**src/rtl/fetch_pkg.sv**
```systemverilog
// Shared fetch-unit definitions: FSM states, parameter defaults, slot-width helper.
package fetch_pkg;

  typedef enum logic {
    ST_BOOT = 1'b0,
    ST_RUN  = 1'b1
  } fetch_state_e;

  localparam logic [31:0] DEF_RESET_VECTOR = 32'h8000_0000;
  localparam int unsigned DEF_FETCH_WIDTH  = 2;
  localparam int unsigned DEF_QUEUE_DEPTH  = 4;
  localparam int unsigned DEF_BOOT_DELAY   = 1;

  // Width of a slot index within a fetch group (never below one bit).
  function automatic int unsigned slot_w(input int unsigned fw);
    return (fw > 1) ? $clog2(fw) : 1;
  endfunction

endpackage

```
**src/rtl/fetch_queue.sv**
```systemverilog
// Fetch-group FIFO with synchronous flush; head reads as zero when empty.
module fetch_queue #(
  parameter int unsigned WIDTH = 34,
  parameter int unsigned DEPTH = 4
) (
  input  logic                       clock,
  input  logic                       reset,
  input  logic                       flush_i,
  input  logic                       push_i,
  input  logic [WIDTH-1:0]           data_i,
  input  logic                       pop_i,
  output logic [WIDTH-1:0]           data_o,
  output logic [$clog2(DEPTH):0]     count_o
);

  localparam int unsigned PW = $clog2(DEPTH);
  localparam int unsigned CW = PW + 1;

  logic [WIDTH-1:0] mem_q [DEPTH];
  logic [PW-1:0]    wr_ptr_q;
  logic [PW-1:0]    rd_ptr_q;
  logic [CW-1:0]    count_q;
  logic             push_ok;
  logic             pop_ok;

  // Full/empty qualification uses the occupancy at the start of the cycle.
  always_comb begin
    push_ok = push_i && (count_q != CW'(DEPTH));
    pop_ok  = pop_i && (count_q != '0);
  end

  // Pointer and occupancy tracking; flush drops every stored group.
  always_ff @(posedge clock) begin
    if (reset || flush_i) begin
      wr_ptr_q <= '0;
      rd_ptr_q <= '0;
      count_q  <= '0;
    end else begin
      if (push_ok) wr_ptr_q <= wr_ptr_q + PW'(1);
      if (pop_ok)  rd_ptr_q <= rd_ptr_q + PW'(1);
      case ({push_ok, pop_ok})
        2'b10:   count_q <= count_q + CW'(1);
        2'b01:   count_q <= count_q - CW'(1);
        default: count_q <= count_q;
      endcase
    end
  end

  // Group storage.
  always_ff @(posedge clock) begin
    if (reset) begin
      for (int unsigned i = 0; i < DEPTH; i++) mem_q[i] <= '0;
    end else if (push_ok && !flush_i) begin
      mem_q[wr_ptr_q] <= data_i;
    end
  end

  assign data_o  = (count_q != '0) ? mem_q[rd_ptr_q] : '0;
  assign count_o = count_q;

endmodule

```
**src/rtl/fetch_addr_gen.sv**
```systemverilog
// Fetch address generator: boots at RESET_VECTOR, builds fetch groups from
// sequential/predicted flow, queues them, and redirects on writeback flush.
module fetch_addr_gen
  import fetch_pkg::*;
#(
  parameter logic [31:0] RESET_VECTOR = DEF_RESET_VECTOR,
  parameter int unsigned FETCH_WIDTH  = DEF_FETCH_WIDTH,
  parameter int unsigned QUEUE_DEPTH  = DEF_QUEUE_DEPTH,
  parameter int unsigned BOOT_DELAY   = DEF_BOOT_DELAY
) (
  input  logic                             clock,
  input  logic                             reset,
  input  logic                             flush_i,
  input  logic [31:0]                      wtarget_i,
  output logic [31:0]                      pred_pc_o,
  input  logic                             pvalid_i,
  input  logic                             ptaken_i,
  input  logic [slot_w(FETCH_WIDTH)-1:0]   pslot_i,
  input  logic [31:0]                      ptarget_i,
  output logic                             valid_post_o,
  input  logic                             ready_post_i,
  output logic [31:0]                      pc_o,
  output logic [FETCH_WIDTH-1:0]           mask_o,
  output logic [$clog2(QUEUE_DEPTH):0]     count_o
);

  localparam int unsigned SW          = slot_w(FETCH_WIDTH);
  localparam int unsigned CW          = $clog2(QUEUE_DEPTH) + 1;
  localparam int unsigned BW          = $clog2(BOOT_DELAY + 1);
  localparam int unsigned ENT_W       = 32 + FETCH_WIDTH;
  // Byte offset within a group; a one-wide group only drops the word offset.
  localparam int unsigned OFF_W       = 2 + $clog2(FETCH_WIDTH);
  localparam logic [31:0] OFF_MASK    = 32'((64'd1 << OFF_W) - 64'd1);
  localparam logic [31:0] GROUP_BYTES = 32'(4 * FETCH_WIDTH);

  fetch_state_e            state_q;
  logic [BW-1:0]           boot_cnt_q;
  logic [31:0]             gen_pc_q;

  logic [SW-1:0]           start_slot;
  logic                    taken;
  logic [FETCH_WIDTH-1:0]  grp_mask;
  logic [31:0]             next_pc;
  logic                    run;
  logic                    full;
  logic                    push;
  logic                    pop;
  logic                    flush_run;
  logic [ENT_W-1:0]        head;
  logic [CW-1:0]           count;

  // Group mask and successor address from the current fetch PC and prediction.
  always_comb begin
    start_slot = '0;
    if (FETCH_WIDTH > 1) start_slot = gen_pc_q[2 +: SW];
    taken = pvalid_i && ptaken_i && (pslot_i >= start_slot);
    grp_mask = '0;
    for (int unsigned i = 0; i < FETCH_WIDTH; i++) begin
      grp_mask[i] = (SW'(i) >= start_slot) && (!taken || (SW'(i) <= pslot_i));
    end
    next_pc = taken ? (ptarget_i & ~32'h3) : ((gen_pc_q & ~OFF_MASK) + GROUP_BYTES);
  end

  // Queue control: flush wins over enqueue/dequeue; full uses pre-dequeue count.
  always_comb begin
    run       = (state_q == ST_RUN);
    full      = (count == CW'(QUEUE_DEPTH));
    flush_run = run && flush_i;
    push      = run && !flush_i && !full;
    pop       = valid_post_o && ready_post_i;
  end

  // Boot sequencing and fetch-PC register.
  always_ff @(posedge clock) begin
    if (reset) begin
      state_q    <= ST_BOOT;
      boot_cnt_q <= '0;
      gen_pc_q   <= '0;
    end else begin
      case (state_q)
        ST_BOOT: begin
          if (boot_cnt_q == BW'(BOOT_DELAY - 1)) begin
            state_q  <= ST_RUN;
            gen_pc_q <= RESET_VECTOR;
          end else begin
            boot_cnt_q <= boot_cnt_q + BW'(1);
          end
        end
        ST_RUN: begin
          if (flush_i)   gen_pc_q <= wtarget_i & ~32'h3;
          else if (push) gen_pc_q <= next_pc;
        end
      endcase
    end
  end

  fetch_queue #(
    .WIDTH (ENT_W),
    .DEPTH (QUEUE_DEPTH)
  ) u_queue (
    .clock   (clock),
    .reset   (reset),
    .flush_i (flush_run),
    .push_i  (push),
    .data_i  ({gen_pc_q, grp_mask}),
    .pop_i   (pop),
    .data_o  (head),
    .count_o (count)
  );

  assign pred_pc_o    = gen_pc_q;
  assign valid_post_o = (count != '0);
  assign pc_o         = head[ENT_W-1 -: 32];
  assign mask_o       = head[FETCH_WIDTH-1:0];
  assign count_o      = count;

endmodule
```
**config.mk**
```make
export PLATFORM = sky130hd
export DESIGN_NAME = fetch_addr_gen
export DESIGN_NICKNAME = d
export VERILOG_FILES = /design/src/rtl/fetch_pkg.sv /design/src/rtl/fetch_queue.sv /design/src/rtl/fetch_addr_gen.sv
export SDC_FILE = /design/constraint.sdc
export NUM_CORES = 1
export LEC_CHECK = 0
export ABC_CLOCK_PERIOD_IN_PS = 11570
export CAP_MARGIN = 20
export CORE_MARGIN = 2
export CORE_UTILIZATION = 58
export DETAILED_ROUTE_END_ITERATION = 12
export HOLD_SLACK_MARGIN = 0.02
export PLACE_DENSITY = 0.82
export SLEW_MARGIN = 20
export SYNTH_ARGS = -nofsm -noshare
export SYNTH_HDL_FRONTEND = slang
export SYNTH_SLANG_ARGS = --single-unit
```
**constraint.sdc**
```tcl
create_clock -name clock -period 11.57 [get_ports clock]
set_input_delay 1.157 -clock clock [delete_from_list [all_inputs] [get_ports clock]]
set_output_delay 1.157 -clock clock [all_outputs]
set_load 0.005 [all_outputs]
```
### After elaboration in Yosys (flattened, before gate mapping)

Memory sizes are Yosys's and may differ from the RTL's. A register that Yosys moved wholly into a read port is not among the register bits.
Cells that the tools add are included.

* flip-flop bits (word level): 41
* memories kept: 1
* RAM bits: 136

Memories
* u_queue.mem_q: depth 4, bits a word 34, rd ports 1, clocked after memory_dff 1, wr ports 4, line fetch_queue.sv:19 `logic [WIDTH-1:0] mem_q [DEPTH];`

* multiplexer cells: 20
* bitwise logic cells: 1
* reductions and logical operators: 22
* $lt $le $gt $ge: 5
* eq/ne operators: 6
* add/subtract/negate cells: 6

Operators by type and width (number)
* 32-bit two-way mux: 4
* 34-bit two-way mux: 2
* 32-bit one-hot mux with 2 select lines: 1
* 34-bit OR reduction: 1
* 32-bit by 4-bit adder with 32-bit output (second input constant): 1
* 1-bit logical AND: 11
* 1-bit two-way mux: 9
* 2-bit two-way mux: 3
* 3-bit one-hot mux with 2 select lines: 1
* 2-bit by 1-bit adder with 2-bit output (second input constant): 2
* 1-bit zero test: 4
* 3-bit by 1-bit adder with 3-bit output (second input constant): 1
* 3-bit == test (second input constant): 1
* 1-bit logical OR: 3
* 3-bit by 2-bit inequality test with 1-bit output (second input constant): 1
* 3-bit inequality test (second input constant): 1
* 3-bit nonzero test: 1
* 3-bit by 1-bit subtractor with 3-bit output (second input constant): 1
* 2-bit by 1-bit == test with 1-bit output (second input constant): 1
* 2-bit == test (second input constant): 1
* 1-bit greater-or-equal comparator (first input constant): 2
* 1-bit <= comparator (first input constant): 2
* 2-bit inequality test (second input constant): 1
* 2-bit AND reduction: 1
* 4 further kinds: 4

### Logic depth before layout (Yosys ltp)

Gate-level depths: netlist of the first run.

* depth in word-level cells: 10
* mapped depth: 9
* depth with buffers taken out: 9

### Hierarchy

A second synthesis of the first run with hierarchy kept.

* cell total of the unflattened synthesis: 750
* area total of the unflattened synthesis: 8972.4 um^2

Modules (own cells, without submodules)
* fetch_queue: area an instance 6535.0 um^2, seq. area each 4264.1 um^2, cells an instance 419, times used 1
* fetch_addr_gen: area an instance 2437.3 um^2, seq. area each 620.6 um^2, cells an instance 331, times used 1

### Worst setup path before layout of the first run

Ideal clock, no wire load.

* path kind: input port to flip-flop
* from: input flush_i
* to: memory u_queue.mem_q[2][0] (enable)
* stages on the path: 4
* setup slack: 6.976 ns
* arrival: 4.124 ns
* cells stage by stage: nand2b_1 > nor2_2 > inv_2 > o31ai_1

RTL lines
* start, declared: line fetch_addr_gen.sv:13 `input logic flush_i,`
* end, declared: line fetch_queue.sv:19

==> impl_metrics.json, run 1 <==
{
  "status": "completed",
  "clock_path_buffers": 2,
  "leakagePower_nw": 3.828,
  "drv_slew": 0,
  "wl_um": 22710,
  "ys_ff_latch": 168,
  "pin_count": 141,
  "min_to": "u_queue.rd_ptr_q[0]",
  "area_growth_pct": 23.19,
  "clock-root-buffer": "clkbuf_16",
  "synth_ff_type": "edfxtp_1",
  "r2r_cells": 7,
  "rr_endpoint": "u_queue.mem_q[1][13]",
  "first_pass_iters": 5,
  "r2r_slack_ns": 8.12,
  "ys_seq_area_share_pct": 54.45,
  "cts_tree": "yes",
  "core_area_sq_mm": 0.01442,
  "numClockSinks": 168,
  "path_max_fanout": 32,
  "drc": 0,
  "drive_gt1_share_pct": 11.12,
  "place.gp.congestion": 0.9160,
  "fp-row-count": 44,
  "clock.fmax_mhz": 245.9,
  "synth_cell_types": 64,
  "vdd_drop_max_uv": 95.87,
  "r2r-start": "run",
  "syn_area_per_cell_sq_um": 11.56,
  "skew_ns": 0.01728,
  "die_y_um": 125.3,
  "antenna_cells": 0,
  "critPathRequiredTime_ns": 11.85,
  "crit_family": "simple AND/OR/NAND/NOR gates",
  "hold_buffers": 0,
  "maxCapViolations": 0,
  "path_clk_slew_ns": 0.07,
  "min_period_ns": 4.066,
  "ys_top_cells_by_area": "edfxtp_1 45%, dfxtp_1 9.4%, mux4_2 8.4%, and2_1 7.3%, and3_1 3.8%",
  "ant_nets": 0,
  "final_util_pct": 72.85,
  "netlist.area_leader.share_pct": 45.06,
  "antenna_found_initial": 0,
  "fill_cells": 1004,
  "yosysTopAreaCell": "edfxtp_1",
  "postCtsSetupBuffers": 0,
  "fin_tns_setup_ns": 0,
  "die_w_um": 125.3,
  "synth.most_common_cell": "edfxtp_1",
  "crit_buf_inv": 4,
  "drt_iter0_drc": 809,
  "async_reset_ff_share_pct": 0,
  "rsz0062_at_grt": "no",
  "grt_pass1_wl_um": 35150,
  "htreeDepth": 4,
  "cts.repair.resized": 0,
  "period_share_pct": 35.14,
  "criticalPathCategory": "input port to flip-flop",
  "vias_per_cell": 6.335,
  "grt_pass1_vias": 6341,
  "grt_max_degree": 35,
  "routedWlPerCell_um": 21.88,
  "layout.nets": 915,
  "port_buffers": 132,
  "cts_made_buffers": 17,
  "crit_arrival_ns": 4.35,
  "max-slew-margin-rel_pct": 35.90,
  "setup_viol": 0,
  "worstSkewPairLatency_ns": 0.42,
  "grt.overflow.total": 0,
  "vias": 6576,
  "min_from": "u_queue.rd_ptr_q[0]",
  "fp.dieArea_sq_mm": 0.01569,
  "synthTopCellsByCount": "128 x edfxtp_1, 99 x and2_1, 53 x nor2_1",
  "synth_edf_count": 128,
  "power.density_mw_per_mm2": 132.8,
  "start_kind": "input port",
  "worstPathCellList": "clkdlybuf4s50_1 -> buf_4 -> nand2b_1 -> nor2_2 -> buf_4 -> inv_2 -> nor2_2 -> and3_2 -> and2_1",
  "syn-instance-count": 738,
  "cp-end-kind": "flip-flop",
  "ys.warnings.count": 0,
  "tightest_slew_ns": 0.9615,
  "hold_depth": 2,
  "synth_area_sq_mm": 0.008529,
  "holdCritPathClass": "flip-flop to flip-flop",
  "post-dp-hpwl_um": 14910,
  "cp_slowest_cell": "nor2_2",
  "grt_usage_pct": 28.90,
  "cpPeakStageDelay_ns": 0.74,
  "start_util_pct": 59.13,
  "hold_violations": 0
}
==> flip-flops by register name (all words and copies together), names as in the netlist, named ones only <==
| signal | cells |
|---|---|
| u_queue.mem_q | 128 |
| pred_pc_o | 30 |
| u_queue.count_o | 3 |
| u_queue.rd_ptr_q | 2 |
| u_queue.wr_ptr_q | 2 |
| run | 1 |
==> logic make-up after synthesis <==
logic type,after synthesis,synth area share [%]
muxes,40,9.432
AOI/OAI and AO/OA,119,9.638
and+or+nand+nor,312,20.39
DFF,168,54.45
adders and majority gates,3,0.5281
xor gates and xnor gates,15,1.540
buffers and inverters,80,3.975
other,1,0.04397
==> per-stage QoR <==
step / cell area [sq um] / hold WS, ns / total power, mW / std cells / setup WS, ns
global route: 10510 / 0.5777 / 1.437 / 1038 / 7.376
finish: 10510 / 0.5516 / 1.396 / 1038 / 7.504
detailed placement: 9938 / 0.5324 / 0.8760 / 1005 / 6.763
CTS: 10490 / 0.5535 / 1.396 / 1037 / 7.200
floorplan: 8541 / 0.4847 / 0.7902 / 741 / 6.976
global placement: 9938 / 0.4953 / 0.8694 / 1005 / 6.822
==> area by class of cell <==
| type | instances | area (sq um) | share of cell area (%) |
|---|---|---|---|
| clock buffer | 18 | 429.2 | 4.084 |
| clock inverter | 14 | 123.9 | 1.179 |
| inverter | 16 | 60.06 | 0.5716 |
| multi-input combinational | 493 | 3591 | 34.17 |
| sequential | 168 | 4647 | 44.22 |
| tap | 184 | 230.2 | 2.191 |
| timing repair buffer | 145 | 1426 | 13.57 |
==> layout by cell type (no fill, tap or decap), types with 7 or more instances in the layout <==
master and n:
buf_4 12, edfxtp_1 128, dfxtp_1 38, a211oi_1 7
nand3_1 11, o211ai_1 7, inv_1 15, clkbuf_16 17
nand4_1 14, and3_1 51, nor4_1 7, a31oi_1 11
nor3_1 11, a21oi_1 21, nor2_1 51, o21ai_0 22
and2_1 99, nor2b_1 7, nand2_1 34, xnor2_1 11
clkdlybuf4s50_1 132, mux4_2 32
==> how the worst max path moves through the flow <==
stage	cells past startpoint	to	start
after detailed placement	9	u_queue.mem_q[1][5]	flush_i
after global placement	9	u_queue.mem_q[1][27]	flush_i
final	9	u_queue.mem_q[1][13]	flush_i
after floorplan	4	u_queue.mem_q[2][0]	flush_i
after CTS	9	u_queue.mem_q[1][5]	flush_i
after global routing	9	u_queue.mem_q[1][0]	flush_i
==> worst register-to-register path: stages (launching register included) <==
cell and delay (ns):
dfxtp_1 0.73, nand2b_1 0.26, nor2_2 0.15, buf_4 0.32, inv_2 0.14, nor2_2 0.74, and3_2 0.73, and2_1 0.25
==> layer usage <==
metal | global-route usage (%) | vias to the layer above | share of wire (%)
li1 | - | 2945 | -
met1 | 38.39 | 3176 | 39
met2 | 48.59 | 404 | 49
met3 | 5.905 | 51 | 9.4
met4 | 8.758 | 0 | 2.2
met5 | 0 | - | 0
==> power breakdown <==
group          total [mW]  switching, mW  internal, mW
clock               0.532          0.234         0.297
sequential          0.697         0.0223         0.674
combinational       0.168         0.0807        0.0868
total                1.40          0.337          1.06
Note: power is estimated with default switching activity, not from simulation.
==> inputs of run 2 (changes only) <==
ABC_CLOCK_PERIOD_IN_PS = 4300   (was 11570)
CORE_UTILIZATION = 54   (was 58)
PLACE_DENSITY = 0.77   (was 0.82)
clock period = 4.3 ns   (was 11.57 ns; I/O delays follow)
==> run 2 against run 1 <==
Design area rose by 0.67%; worst hold slack worse by 0.023 ns; register-to-register slack got worse by 6.9 ns; via count about the same; clock power rose to 2.7 times the previous value; sequential power rose to 2.7 times the previous value.
==> impl_metrics.json, run 2 (synthesis results as in run 1) <==
{
  "max-slew-margin-rel_pct": 41.04,
  "numClockSinks": 168,
  "vdd_drop_max_uv": 292.2,
  "area_growth_pct": 24.01,
  "post-dp-hpwl_um": 15320,
  "pin_count": 141,
  "r2r_cells": 7,
  "htreeDepth": 4,
  "leakagePower_nw": 3.864,
  "clock.fmax_mhz": 309.7,
  "hold_violations": 0,
  "hold_buffers": 0,
  "first_pass_iters": 5,
  "core_area_sq_mm": 0.01531,
  "cts_tree": "yes",
  "vias": 6582,
  "drv_slew": 0,
  "grt_usage_pct": 28.52,
  "period_share_pct": 75.09,
  "dp.cells": 1039,
  "clock-root-buffer": "clkbuf_16",
  "min_from": "u_queue.count_o[2]",
  "critPathRequiredTime_ns": 3.87,
  "grt.overflow.total": 0,
  "cts_made_buffers": 17,
  "regMostFlops": "u_queue.mem_q",
  "holdCritPathClass": "flip-flop to flip-flop",
  "whs_ns": 0.5287,
  "start_util_pct": 55.69,
  "cts.repair.resized": 0,
  "grt_pass1_vias": 6489,
  "grt_pass1_wl_um": 35810,
  "criticalPathCategory": "flip-flop to primary output",
  "antenna_cells": 0,
  "min_period_ns": 3.229,
  "die_y_um": 129.7,
  "tightest_slew_ns": 0.8844,
  "vias_per_cell": 6.146,
  "worstSkewPairLatency_ns": 0.42,
  "setup_viol": 0,
  "pre_cts_slack_ns": 1.214,
  "fp.dieArea_sq_mm": 0.01682,
  "crit_arrival_ns": 2.80,
  "rsz0062_at_grt": "no",
  "largest_reg_flops": 128,
  "status": "completed",
  "hold_depth": 2,
  "layout.nets": 921,
  "start_kind": "flip-flop",
  "min_to": "u_queue.count_o[2]",
  "port_buffers": 132,
  "fin_tns_setup_ns": 0,
  "final_cells": 1071,
  "path_clk_slew_ns": 0.06,
  "r2r-start": "run",
  "grt_max_degree": 35,
  "drt_iter0_drc": 769,
  "clock_path_buffers": 2,
  "ant_nets": 0,
  "rr_endpoint": "u_queue.mem_q[2][0]",
  "die_w_um": 129.7,
  "drc": 0,
  "r2r_slack_ns": 1.26,
  "cp-end-kind": "primary output",
  "routedWlPerCell_um": 21.41,
  "antenna_found_initial": 0,
  "final_cell_mix": "132 x clkdlybuf4s50_1, 128 x edfxtp_1, 99 x and2_1",
  "power.density_mw_per_mm2": 357.4,
  "drive_gt1_share_pct": 11.28,
  "place.gp.congestion": 0.9372,
  "fp-row-count": 45,
  "skew_ns": 0.007507,
  "path_max_fanout": 18,
  "layout_commonest_cell": "clkdlybuf4s50_1",
  "wl_um": 22930,
  "postCtsSetupBuffers": 0,
  "timing.final.ws_setup_ns": 1.071,
  "maxCapViolations": 0
}
==> run 2: worst max-delay path by stage <==
stage	from	endpoint	slack, ns	cells past startpoint
after floorplan	flush_i	u_queue.mem_q[2][0]	0.43	4
after global placement	flush_i	u_queue.mem_q[2][0]	1.24	8
after detailed placement	flush_i	u_queue.mem_q[2][32]	1.21	8
after CTS	flip-flop	pc_o[11]	0.97	4
after global routing	flip-flop	pc_o[11]	0.85	4
final	flip-flop	pc_o[11]	1.07	4
==> run 2: metal layers <==
metal,routed length (um),global-route usage [%],up-vias
met4,443,9.804,0
li1,-,-,2969
met2,11180,46.23,393
met1,9272,38.24,3175
met3,2029,6.565,45
met5,0,0,-
==> run 2: through the flow <==
stage                     util, %  instance area, sq um  power, mW
final                       69.07                 10580      3.781
after global routing        69.07                 10580      3.914
after CTS                   69.07                 10580      3.794
after detailed placement    65.40                 10020      2.361
after global placement      65.40                 10020      2.346
after floorplan                 -                  8541      2.126
==> run 2: power breakdown <==
group	switching, mW	internal (mW)	total [mW]
sequential	0.0672	1.82	1.88
combinational	0.209	0.238	0.447
clock	0.609	0.843	1.45
==> run 2: worst max-delay path: stages, from the launching register on <==
cell and delay [ns]:
dfxtp_2 0.75, buf_4 0.43, mux4_2 0.56, and2_1 0.17
clkdlybuf4s50_1 0.43
==> run 2: area by class of cell <==
type | count | area [sq um]
Clock buffer | 17 | 425.4
Clock inverter | 15 | 136.4
Fill cell | 1114 | 4737
Inverter | 16 | 60.06
Multi-Input combinational cell | 493 | 3581
Sequential cell | 168 | 4647
Tap cell | 211 | 264.0
Timing Repair Buffer | 151 | 1464
